### src/rtl/alu_flag_branch_unit.sv
// Status flags, branch condition evaluation, taken-branch redirect
// handshake and saturating branch statistics counters.
//
// Ports:
//   clk, reset          : clock, synchronous active-high reset
//   alu_z/alu_n/alu_v   : ALU flags, latched into flags_q on flag_we
//   br_valid/br_ready   : branch request handshake
//   br_cond/br_target   : condition code and target PC of request
//   redirect_valid/
//   redirect_ready/
//   redirect_pc         : taken-branch redirect to the PC stage
//   flags_q             : stored status {Z,N,V}
//   cnt_clr             : clear both statistics counters
//   br_cnt/taken_cnt    : accepted / accepted-and-taken counts
module alu_flag_branch_unit #(
  parameter int CNT_W = 16
) (
  input  logic             clk,
  input  logic             reset,
  input  logic             alu_z,
  input  logic             alu_n,
  input  logic             alu_v,
  input  logic             flag_we,
  input  logic             br_valid,
  output logic             br_ready,
  input  logic [2:0]       br_cond,
  input  logic [31:0]      br_target,
  output logic             redirect_valid,
  input  logic             redirect_ready,
  output logic [31:0]      redirect_pc,
  output logic [2:0]       flags_q,
  input  logic             cnt_clr,
  output logic [CNT_W-1:0] br_cnt,
  output logic [CNT_W-1:0] taken_cnt
);

  typedef enum logic {
    IDLE = 1'b0,
    HOLD = 1'b1
  } state_t;

  localparam logic [CNT_W-1:0] CNT_MAX = '1;
  localparam logic [CNT_W-1:0] CNT_ONE = CNT_W'(1);

  state_t           state_q;
  state_t           state_d;
  logic [2:0]       flags_d;
  logic [31:0]      redirect_pc_q;
  logic [31:0]      redirect_pc_d;
  logic [CNT_W-1:0] br_cnt_q;
  logic [CNT_W-1:0] br_cnt_d;
  logic [CNT_W-1:0] taken_cnt_q;
  logic [CNT_W-1:0] taken_cnt_d;

  logic [2:0]       eval_flags;
  logic             flag_z;
  logic             flag_n;
  logic             flag_v;
  logic             cond_hit;
  logic             accept;
  logic             taken;

  assign br_ready       = (state_q == IDLE);
  assign redirect_valid = (state_q == HOLD);
  assign redirect_pc    = redirect_pc_q;
  assign br_cnt         = br_cnt_q;
  assign taken_cnt      = taken_cnt_q;

  assign accept = br_valid && br_ready;
  assign taken  = accept && cond_hit;

  // Flags being written this cycle are visible to a
  // same-cycle branch, so the compare sees fresh results.
  always_comb begin
    eval_flags = flags_q;
    if (flag_we) begin
      eval_flags = {alu_z, alu_n, alu_v};
    end
  end

  assign flag_z = eval_flags[2];
  assign flag_n = eval_flags[1];
  assign flag_v = eval_flags[0];

  always_comb begin
    cond_hit = 1'b0;
    unique case (br_cond)
      3'b000: cond_hit = flag_z;
      3'b001: cond_hit = ~flag_z;
      3'b010: cond_hit = flag_n ^ flag_v;
      3'b011: cond_hit = ~(flag_n ^ flag_v);
      3'b100: cond_hit = flag_v;
      3'b101: cond_hit = ~flag_v;
      3'b110: cond_hit = 1'b1;
      3'b111: cond_hit = 1'b0;
    endcase
  end

  always_comb begin
    flags_d = flags_q;
    if (flag_we) begin
      flags_d = {alu_z, alu_n, alu_v};
    end
  end

  // Redirect target is captured only on a taken accept and
  // otherwise held, so it stays stable while HOLD waits.
  always_comb begin
    state_d       = state_q;
    redirect_pc_d = redirect_pc_q;
    unique case (state_q)
      IDLE: begin
        if (taken) begin
          state_d       = HOLD;
          redirect_pc_d = br_target;
        end
      end
      HOLD: begin
        if (redirect_ready) begin
          state_d = IDLE;
        end
      end
    endcase
  end

  // Counters saturate at all-ones; clear wins over a
  // same-cycle increment.
  always_comb begin
    br_cnt_d    = br_cnt_q;
    taken_cnt_d = taken_cnt_q;
    if (cnt_clr) begin
      br_cnt_d    = '0;
      taken_cnt_d = '0;
    end else begin
      if (accept && (br_cnt_q != CNT_MAX)) begin
        br_cnt_d = br_cnt_q + CNT_ONE;
      end
      if (taken && (taken_cnt_q != CNT_MAX)) begin
        taken_cnt_d = taken_cnt_q + CNT_ONE;
      end
    end
  end

  always_ff @(posedge clk) begin
    if (reset) begin
      state_q       <= IDLE;
      flags_q       <= 3'b000;
      redirect_pc_q <= 32'h0;
      br_cnt_q      <= '0;
      taken_cnt_q   <= '0;
    end else begin
      state_q       <= state_d;
      flags_q       <= flags_d;
      redirect_pc_q <= redirect_pc_d;
      br_cnt_q      <= br_cnt_d;
      taken_cnt_q   <= taken_cnt_d;
    end
  end

endmodule

### config.mk
export PLATFORM = sky130hd
export DESIGN_NAME = alu_flag_branch_unit
export DESIGN_NICKNAME = d
export VERILOG_FILES = /design/src/rtl/alu_flag_branch_unit.sv
export SDC_FILE = /design/constraint.sdc
export NUM_CORES = 1
export LEC_CHECK = 0
export ABC_CLOCK_PERIOD_IN_PS = 2410
export BUFFER_PORTS_ARGS = -buffer_cell sky130_fd_sc_hd__buf_2
export CORE_MARGIN = 8
export CORE_UTILIZATION = 48
export CTS_CLUSTER_DIAMETER = 40
export DETAILED_ROUTE_END_ITERATION = 8
export HOLD_SLACK_MARGIN = 0.08
export PLACE_DENSITY_LB_ADDON = 0.1
export SLEW_MARGIN = 20
export SYNTH_ARGS = -nofsm -noshare
export SYNTH_HDL_FRONTEND = slang
export SYNTH_SLANG_ARGS = --single-unit
### constraint.sdc
create_clock -name clk -period 2.41 [get_ports clk]
set_input_delay 0.3615 -clock clk [delete_from_list [all_inputs] [get_ports clk]]
set_output_delay 0.3615 -clock clk [all_outputs]
set_load 0.005 [all_outputs]
# Yosys cells after proc, flatten, opt, wreduce, memory -nomap -nowiden
# Cells that the tools add are included.
totals:
  n_memories: 0
  ff_bits: 68
  latch_bits: 0
  out_inout_bits: 69
  rom_bits: 0
  mem_bits_rw: 0
  elab_cells: 33
op_classes:
  n_div: 0
  n_addsub: 2
  muxes: 5
  n_mul: 0
  n_shift: 0
  eq_ne: 9
  bitwise_logic: 5
  n_lt_le_gt_ge: 0
  n_reduce_logical: 7
ops:
  columns: ["operator", "n"]
  rows:
  - ["16-bit by 1-bit adder with 16-bit output, second input constant", 2]
  - ["16-bit inequality test, second input constant", 2]
  - ["3-bit equality test, second input constant", 4]
  - ["1-bit case mux with 8 select lines", 1]
  - ["3-bit by 2-bit equality test with 1-bit output, second input constant", 2]
  - ["1-bit logical AND", 4]
  - ["1-bit inverter", 4]
  - ["3-bit by 1-bit equality test with 1-bit output, second input constant", 1]
  - ["3-bit logical NOT", 1]
  - ["3-bit 2-to-1 mux", 1]
  - ["1-bit 2-to-1 mux", 2]
  - ["1-bit case mux with 2 select lines", 1]
  - ["2-bit AND reduction", 1]
  - ["2-bit OR reduction", 1]
  - ["1-bit bitwise XOR", 1]

# Logic depth before layout (Yosys ltp)
# Gate-level depths: netlist of the first run.
depth:
  word_depth: 7
  mapped_depth: 11
  depth_no_buf: 7

# Worst setup path after synthesis of the first run
# OpenSTA, ideal clock, no wires.
synth_timing:
  path_kind: "input port to flip-flop"
  from: "input port flag_we"
  to: "register taken_cnt_q[14] (netlist: taken_cnt[14])"
  required_ps: 2278
  n_path_buf: 4
  arrival_ps: 1891
  path_stages: 10
  path_slack_ps: 387
  setup_ps: 132
  path_cell_list: "buf_6 > mux2i_1 > xnor2_1 > o311ai_1 > or2_1 > buf_4 > buf_6 > buf_4 > o31ai_1 > a21oi_1"
synth_via:
  elab_chain_len: 6
  word_cells_on_any_way: 8
  cone_classes: "2 x mux; 4 x bitwise; 2 x reduce/logical"
synth_lines:
  columns: ["item", "line_no", "source"]
  rows:
  - ["start, declared", "23", "input logic flag_we,"]
  - ["3-bit 2-to-1 mux (*)", null, null]
  - ["1-bit bitwise XOR", "90, 91", null]
  - ["1-bit inverter", "91", "3'b011: cond_hit = ~(flag_n ^ flag_v);"]
  - ["1-bit case mux with 8 select lines (*)", "87", "unique case (br_cond)"]
  - ["1-bit logical AND (*)", "70", "assign taken = accept && cond_hit;"]
  - ["1-bit logical AND (*)", "138", "if (taken && (taken_cnt_q != CNT_MAX)) begin"]
  - ["end signal, assigned", "156", "taken_cnt_q <= taken_cnt_d;"]
  - ["end, declared", "52", "logic [CNT_W-1:0] taken_cnt_q;"]
# Every way passes the cells marked *; elsewhere a longest branch is shown, timed or not.
# A chain may end at the register's enable or synchronous reset.

# Final worst setup path of the first run
layout_timing:
  from: "register flags_q[0]"
  to: "register taken_cnt_q[5] (netlist: taken_cnt[5])"
layout_via:
  elab_chain_len: 6
  word_cells_on_any_way: 7
  cone_classes: "2 x mux; 3 x bitwise; 2 x reduce/logical"
layout_lines:
  columns: ["item", "line_no", "source"]
  rows:
  - ["start, declared", "31", "output logic [2:0] flags_q,"]
  - ["start signal, assigned", "153", "flags_q <= flags_d;"]
  - ["3-bit 2-to-1 mux (*)", null, null]
  - ["1-bit bitwise XOR", "90, 91", null]
  - ["1-bit inverter", "91", null]
  - ["1-bit case mux with 8 select lines (*)", "87", null]
  - ["1-bit logical AND (*)", "70", null]
  - ["1-bit logical AND (*)", "138", null]
# Marks and branches as above.

==> flow_summary.yaml, run 1 <==
status:
  outcome: "complete, no violations"
cts:
  clock_tree.buffer_depth: 2
  cts_sinks: 68
  cts_tree: "built"
  clk_root_buffer_cell: "clkbuf_8"
  tritoncts.num_buffers: 9
  cts-htree-levels: 3
  post_cts_buffers: 0
  cts_resized: 0
  cts_hold_buf: 0
  insertion_delay_ns: 0.34
  cts.clk_slew.worst_paths_ns: 0.08
power:
  power.density_nw_per_um2: 621
  power_switching_mw: 0.610
  cellLeakagePower_nw: 1.58
  irDropWorstVdd_uv: 439
  combinational_group_share_of_total_power_pct: 11.6
  intPower_mw: 1.68
  p_seq_share_pct: 51.9
  swShare_pct: 26.6
  clock_power_share_pct: 36.4
  finalPower_mw: 2.29
timing:
  final.period_utilization_pct: 89.4
  clock_skew_ns: 0.0118
  period_needed_ns: 2.15
  max_freq_mhz: 464
  max_slew_margin_pct: 57.9
  number_of_hold_violations_in_the_final_report: 0
  setup_slack_ns: 0.255
  finalSetupViolCount: 0
  grt_setup_unrepaired: "false"
  report.final.slew_viol_count: 0
  worst_pin_slew_ns: 0.630
detailed_routing:
  detail_route.iter0.violations: 109
  detail-route-antenna-nets: 0
  drt-total-wl_microns: 7560
  vias: 2833
  drt_pre_antenna_iters: 4
  drc: 0
  wl_per_cell_microns: 13.9
  vias_per_cell: 5.20
worst_setup_path:
  worstPathCellList: "mux2i_4, mux2_1, o311ai_1, or2_2, buf_12, or4_1, a21oi_1"
  critical-path-top-delay-family: "simple AND/OR/NAND/NOR gates"
  critPathBufInv: 1
  reg2reg_setup_slack_ns: 0.26
  cp_data_required_time_ns: 2.66
  worstSetupEndpointType: "flip-flop"
  worstPathMaxFanout: 31
  critPathKind: "reg -> reg"
  worst_path_max_delay_cell: "or4_1"
  rr_worst_depth: 7
  worst_ep_arrival_time_ns: 2.41
  worstSetupPathDepth: 7
  critPathLaunchType: "flip-flop"
  crit_path_largest_cell_delay_ns: 0.50
finish:
  num-fill-cells: 567
  area.sequential_sq_um: 1360
  total_non_filler_cell_area_in_the_finished_layout_sq_um: 3690
  design.final.nets: 511
  share_of_cells_above_drive_strength_1_pct: 29.6
  multi_input_comb_area_sq_um: 1420
  signed_area_change_from_the_synthesized_netlist_to_the_final_layout_pct: 27.6
  antenna-diode-count: 0
synth:
  synth_top_family_by_area: "simple AND/OR/NAND/NOR gates"
  synth.yosys.warnings: 0
  synth_sequential_area_ratio_pct: 47.1
  synth_largest_type_area_fraction_pct: 47.1
  netlist_area_sq_um: 2890
  yosysUniqueCellTypes: 37
  synthArstFlopShare_pct: 0
  post_synth_main_area_contributors: "dfxtp_1 47%, nand2_1 10%, a21oi_1 8.1%"
  synthSimpleGateAreaFrac_pct: 26.9
  synthCells: 354
  synth_edf_count: 0
  synth-xor-area-share_pct: 4.84
  syn_area_per_cell_sq_um: 8.17
  ys_ff_latch: 68
  yosysTopAreaCell: "dfxtp_1"
  postSynthNetCount: 400
  synth-adder-area-share_pct: 0.865
  post_synthesis_compound_gate_area_fraction_pct: 13.5
  synth_mux_area_share_pct: 2.55
  postSynth.topFlopCell: "dfxtp_1"
grt:
  grt_start_max_net_pins: 38
  global_route_wire_length_before_repair_microns: 12400
  grt_util_all_layers_pct: 17.3
  grt_antenna_before_repair: 0
  grt_pass1_vias: 2764
  grt_overflow_total: 0
placed_design:
  port_buffers: 112
  dpl.hpwl_microns: 5540
  placed_area_sq_um: 3510
  finalWeightedCongestion: 0.761
  placement.setup.worst_slack_ns: -0.175
floorplanning:
  die_height_microns: 93.6
  die-area_sq_um: 8770
  floorplan.initialDensity_pct: 49.1
  io_pins: 113
  floorplan.die.width_microns: 93.6
  placementRows: 28
  core-area_sq_um: 5890
min_path:
  min_delay_path_depth: 3
  holdCritPathClass: "in -> reg"
run:
  max_cap_violations: 0
[cell usage after synthesis (5+ instances only)]
cell	number
a21oi_1	47
and3_1	5
clkbuf_1	11
dfxtp_1	68
inv_1	5
nand2_1	80
nand3_1	10
nand4_1	9
nor2_1	30
o21ai_0	9
o31ai_1	8
or3_1	6
or4_1	11
xnor2_1	12
[routing by layer]
metal | track usage (%) | wire length, microns | up-vias
met5 | 0 | 0 | -
met1 | 19.5 | 3230 | 1286
met2 | 28.4 | 3490 | 83
met4 | 8.85 | 201 | 0
li1 | - | - | 1446
met3 | 6.09 | 635 | 18
[sequential cells by signal, summed over array words and instances, names as in the netlist]
register and count:
flags_q 3, redirect_valid 1, taken_cnt 16, redirect_pc 32, br_cnt 16
[cells in the final DEF (no fill, tap or decap), types with 2 or more instances in the layout]
master,count
ha_1,2
dfxtp_1,68
nand3_1,10
xor2_1,4
nor3_1,4
nor2b_1,2
or4_1,11
o21ai_0,9
buf_2,112
buf_4,6
clkbuf_8,10
and4_1,2
nor2_1,29
xnor2_1,12
inv_1,5
mux2i_1,4
a21oi_1,47
and3_1,5
nand2b_1,2
nand4_1,9
nand2_1,80
or2_2,2
clkinv_2,3
a31oi_1,2
o31ai_1,8
o211ai_1,2
or3_1,6
clkinv_4,2
[final cells by class]
type | count | area share, %
Inverter | 5 | 0.508
Timing Repair Buffer | 119 | 16.9
Clock inverter | 6 | 1.08
Clock buffer | 10 | 3.73
Sequential cell | 68 | 36.9
Tap cell | 75 | 2.54
Multi-Input combinational cell | 262 | 38.3
[worst min-delay path: stages]
cell and delay (ns):
buf_2 0.09, nand2_1 0.04, a21oi_1 0.05
[cells by family (layout without fill, tap and decap cells)]
kind of cell	Yosys count	in the layout
simple gates	167	167
compound gates	71	71
xor+xnor	16	16
buf+inv	24	140
flops	68	68
mux	6	6
fa+ha+maj	2	2
[power by group through the flow]
stage	sequential (mW)	clock [mW]	combinational (mW)
after floorplan	1.22	0	0.148
after global placement	1.22	0	0.266
after detailed placement	1.22	0	0.270
after CTS	1.19	0.865	0.270
after global routing	1.20	0.919	0.301
final	1.19	0.836	0.266
[worst paths after layout]
path              startpoint               to
max               flags_q[0]     taken_cnt[5]
min reg2reg  redirect_pc[16]  redirect_pc[16]
max reg2reg       flags_q[0]     taken_cnt[5]
min            br_target[14]  redirect_pc[14]
[through the flow]
stage,instances,TNS [ns],utilization (%),hold slack [ns]
final,545,0,62.7,0.257
after global routing,545,0,62.7,0.244
after CTS,545,0,62.6,0.241
after detailed placement,529,-0.929,59.6,0.445
after global placement,529,-0.687,59.6,0.439
after floorplan,354,0,-,0.453
(Power assumes the default switching activity.)
==> run 2, diff against run 1 <==
--- a/config.mk
+++ b/config.mk
@@ -10,9 +10,10 @@
 export CORE_MARGIN = 8
 export CORE_UTILIZATION = 48
 export CTS_CLUSTER_DIAMETER = 40
+export CTS_CLUSTER_SIZE = 14
 export DETAILED_ROUTE_END_ITERATION = 8
 export HOLD_SLACK_MARGIN = 0.08
-export PLACE_DENSITY_LB_ADDON = 0.1
+export PLACE_DENSITY = 0.89
 export SLEW_MARGIN = 20
 export SYNTH_ARGS = -nofsm -noshare
 export SYNTH_HDL_FRONTEND = slang
==> run 2 against run 1 <==
Die area did not move. First-iteration DRC count rose by 18%. Final area rose by 0.54%. Wire length rose by 2.2%. Hold slack improved by 0.0014 ns. Clock power rose by 10%. Combinational power barely moved.
==> flow_summary.yaml, run 2 (synthesized netlist as in run 1, its figures left out) <==
cts:
  cts_resized: 0
  cts-htree-levels: 3
  cts_tree: "built"
  cts.clk_slew.worst_paths_ns: 0.07
  clk_root_buffer_cell: "clkbuf_8"
  cts_sinks: 68
  cts_hold_buf: 0
  post_cts_buffers: 0
  insertion_delay_ns: 0.34
  tritoncts.num_buffers: 9
  clock_tree.buffer_depth: 2
worst_setup_path:
  worst_ep_arrival_time_ns: 2.41
  regToRegEndpoint: "taken_cnt[6]"
  worstReg2RegStart: "flags_q[0]"
  critPathKind: "reg -> reg"
  rr_worst_depth: 7
  worst_path_max_delay_cell: "or4_1"
  reg2reg_setup_slack_ns: 0.27
  worstSetupEndpointType: "flip-flop"
  critPathLaunchType: "flip-flop"
  worstSetupEndpoint: "taken_cnt[6]"
  worstPathCellList: "xnor2_1, a22oi_1, mux2i_1, or2_2, buf_12, or4_1, a21oi_1"
  cp_data_required_time_ns: 2.68
  crit_path_largest_cell_delay_ns: 0.51
  worstPathMaxFanout: 34
  worstSetupStartpoint: "flags_q[0]"
grt:
  grt_util_all_layers_pct: 17.5
  grt_antenna_before_repair: 0
  global_route_wire_length_before_repair_microns: 12500
  grt_overflow_total: 0
  grt_pass1_vias: 2736
  grt_start_max_net_pins: 35
timing:
  period_needed_ns: 2.14
  finalSetupViolCount: 0
  clock_skew_ns: 0.00829
  max_freq_mhz: 468
  tns_ns: 0
  max_slew_margin_pct: 65.1
  final.period_utilization_pct: 88.7
  worst_pin_slew_ns: 0.518
  grt_setup_unrepaired: "false"
  number_of_hold_violations_in_the_final_report: 0
  report.final.slew_viol_count: 0
power:
  power_switching_mw: 0.573
  irDropWorstVdd_uv: 415
  clock_power_share_pct: 38.7
  cellLeakagePower_nw: 1.59
  combinational_group_share_of_total_power_pct: 11.3
  p_seq_share_pct: 50.1
  swShare_pct: 24.1
  power.density_nw_per_um2: 641
  intPower_mw: 1.81
floorplanning:
  core-area_sq_um: 5890
  io_pins: 113
  floorplan.die.width_microns: 93.6
  die_height_microns: 93.6
  floorplan.initialDensity_pct: 49.1
  placementRows: 28
  die-area_sq_um: 8770
detailed_routing:
  wl_met2_microns: 3790
  vias: 2841
  drt_pre_antenna_iters: 4
  drt-total-wl_microns: 7720
  wl_met1_microns: 3160
  drc: 0
  maxUsedRoutingLayer: "met4"
  wl_per_cell_microns: 14.2
  detail-route-antenna-nets: 0
  met3_wirelength_microns: 607
  detail_route.iter0.violations: 129
  vias_per_cell: 5.23
placed_design:
  finalWeightedCongestion: 0.823
  port_buffers: 112
  dpl.hpwl_microns: 5740
  placed_area_sq_um: 3520
finish:
  share_of_cells_above_drive_strength_1_pct: 29.1
  num-fill-cells: 526
  design.final.nets: 511
  layout_commonest_cell: "buf_2"
  total_non_filler_cell_area_in_the_finished_layout_sq_um: 3710
  largest_register_ff_count: 32
  signed_area_change_from_the_synthesized_netlist_to_the_final_layout_pct: 28.3
  antenna-diode-count: 0
  final_cell_mix: "112 x buf_2, 80 x nand2_1, 68 x dfxtp_1"
status:
  outcome: "complete, no violations"
min_path:
  holdCritPathClass: "in -> reg"
run:
  max_cap_violations: 0
run 2: cell types whose count changed in the layout (fill, tap and decap cells not counted), sizes merged:
cell      change
clkinv        -4
clkbuf        +2
bufinv        +1
clkinvlp      -1
run 2: critical path, delay by kind of cell, from the launching register on:
kind	cells	cell delay, ns
buf+inv	1	0.17
flops	1	0.42
simple gates	2	0.82
compound gates	2	0.42
xor+xnor	1	0.10
mux	1	0.15
run 2: layout make-up:
cell class | count | area, sq um | share of cell area, %
clock buffer | 12 | 155 | 4.18
clock inverter | 2 | 35.0 | 0.944
inverter | 5 | 18.8 | 0.506
multi-input combinational | 262 | 1410 | 38.0
sequential | 68 | 1360 | 36.7
tap | 75 | 93.8 | 2.53
timing repair buffer | 119 | 638 | 17.2
run 2: routing by layer:
layer	track usage (%)	vias to the layer above
met5	0	-
met4	9.64	0
li1	-	1438
met3	5.85	14
met1	19.1	1300
met2	29.3	89
run 2: power by group through the flow:
stage,sequential (mW),clock [mW],combinational [mW]
6_report,1.19,0.921,0.268
5_1_grt,1.20,0.991,0.298
4_1_cts,1.19,0.949,0.272
3_5_place_dp,1.22,0,0.272
3_3_place_gp,1.21,0,0.265
2_1_floorplan,1.22,0,0.148
run 2: worst min-delay path by stage:
stage	start	cells past startpoint	to
after detailed placement	redirect_pc[26]	2	redirect_pc[26]
after global placement	redirect_pc[19]	2	redirect_pc[19]
after CTS	br_target[10]	3	redirect_pc[10]
after floorplan	redirect_pc[0]	2	redirect_pc[0]
after global routing	br_target[21]	3	redirect_pc[21]
final	br_target[6]	3	redirect_pc[6]
run 2: metrics by stage:
step	std cells	power, mW	util (%)	worst slack [ns]	hold slack [ns]
3_5_place_dp	529	1.49	59.8	0.0671	0.443
4_1_cts	543	2.41	63.1	0.292	0.241
3_3_place_gp	529	1.48	59.8	0.124	0.439
6_report	543	2.38	63.1	0.273	0.258
5_1_grt	543	2.49	63.1	0.152	0.253
2_1_floorplan	354	1.37	-	0.387	0.453
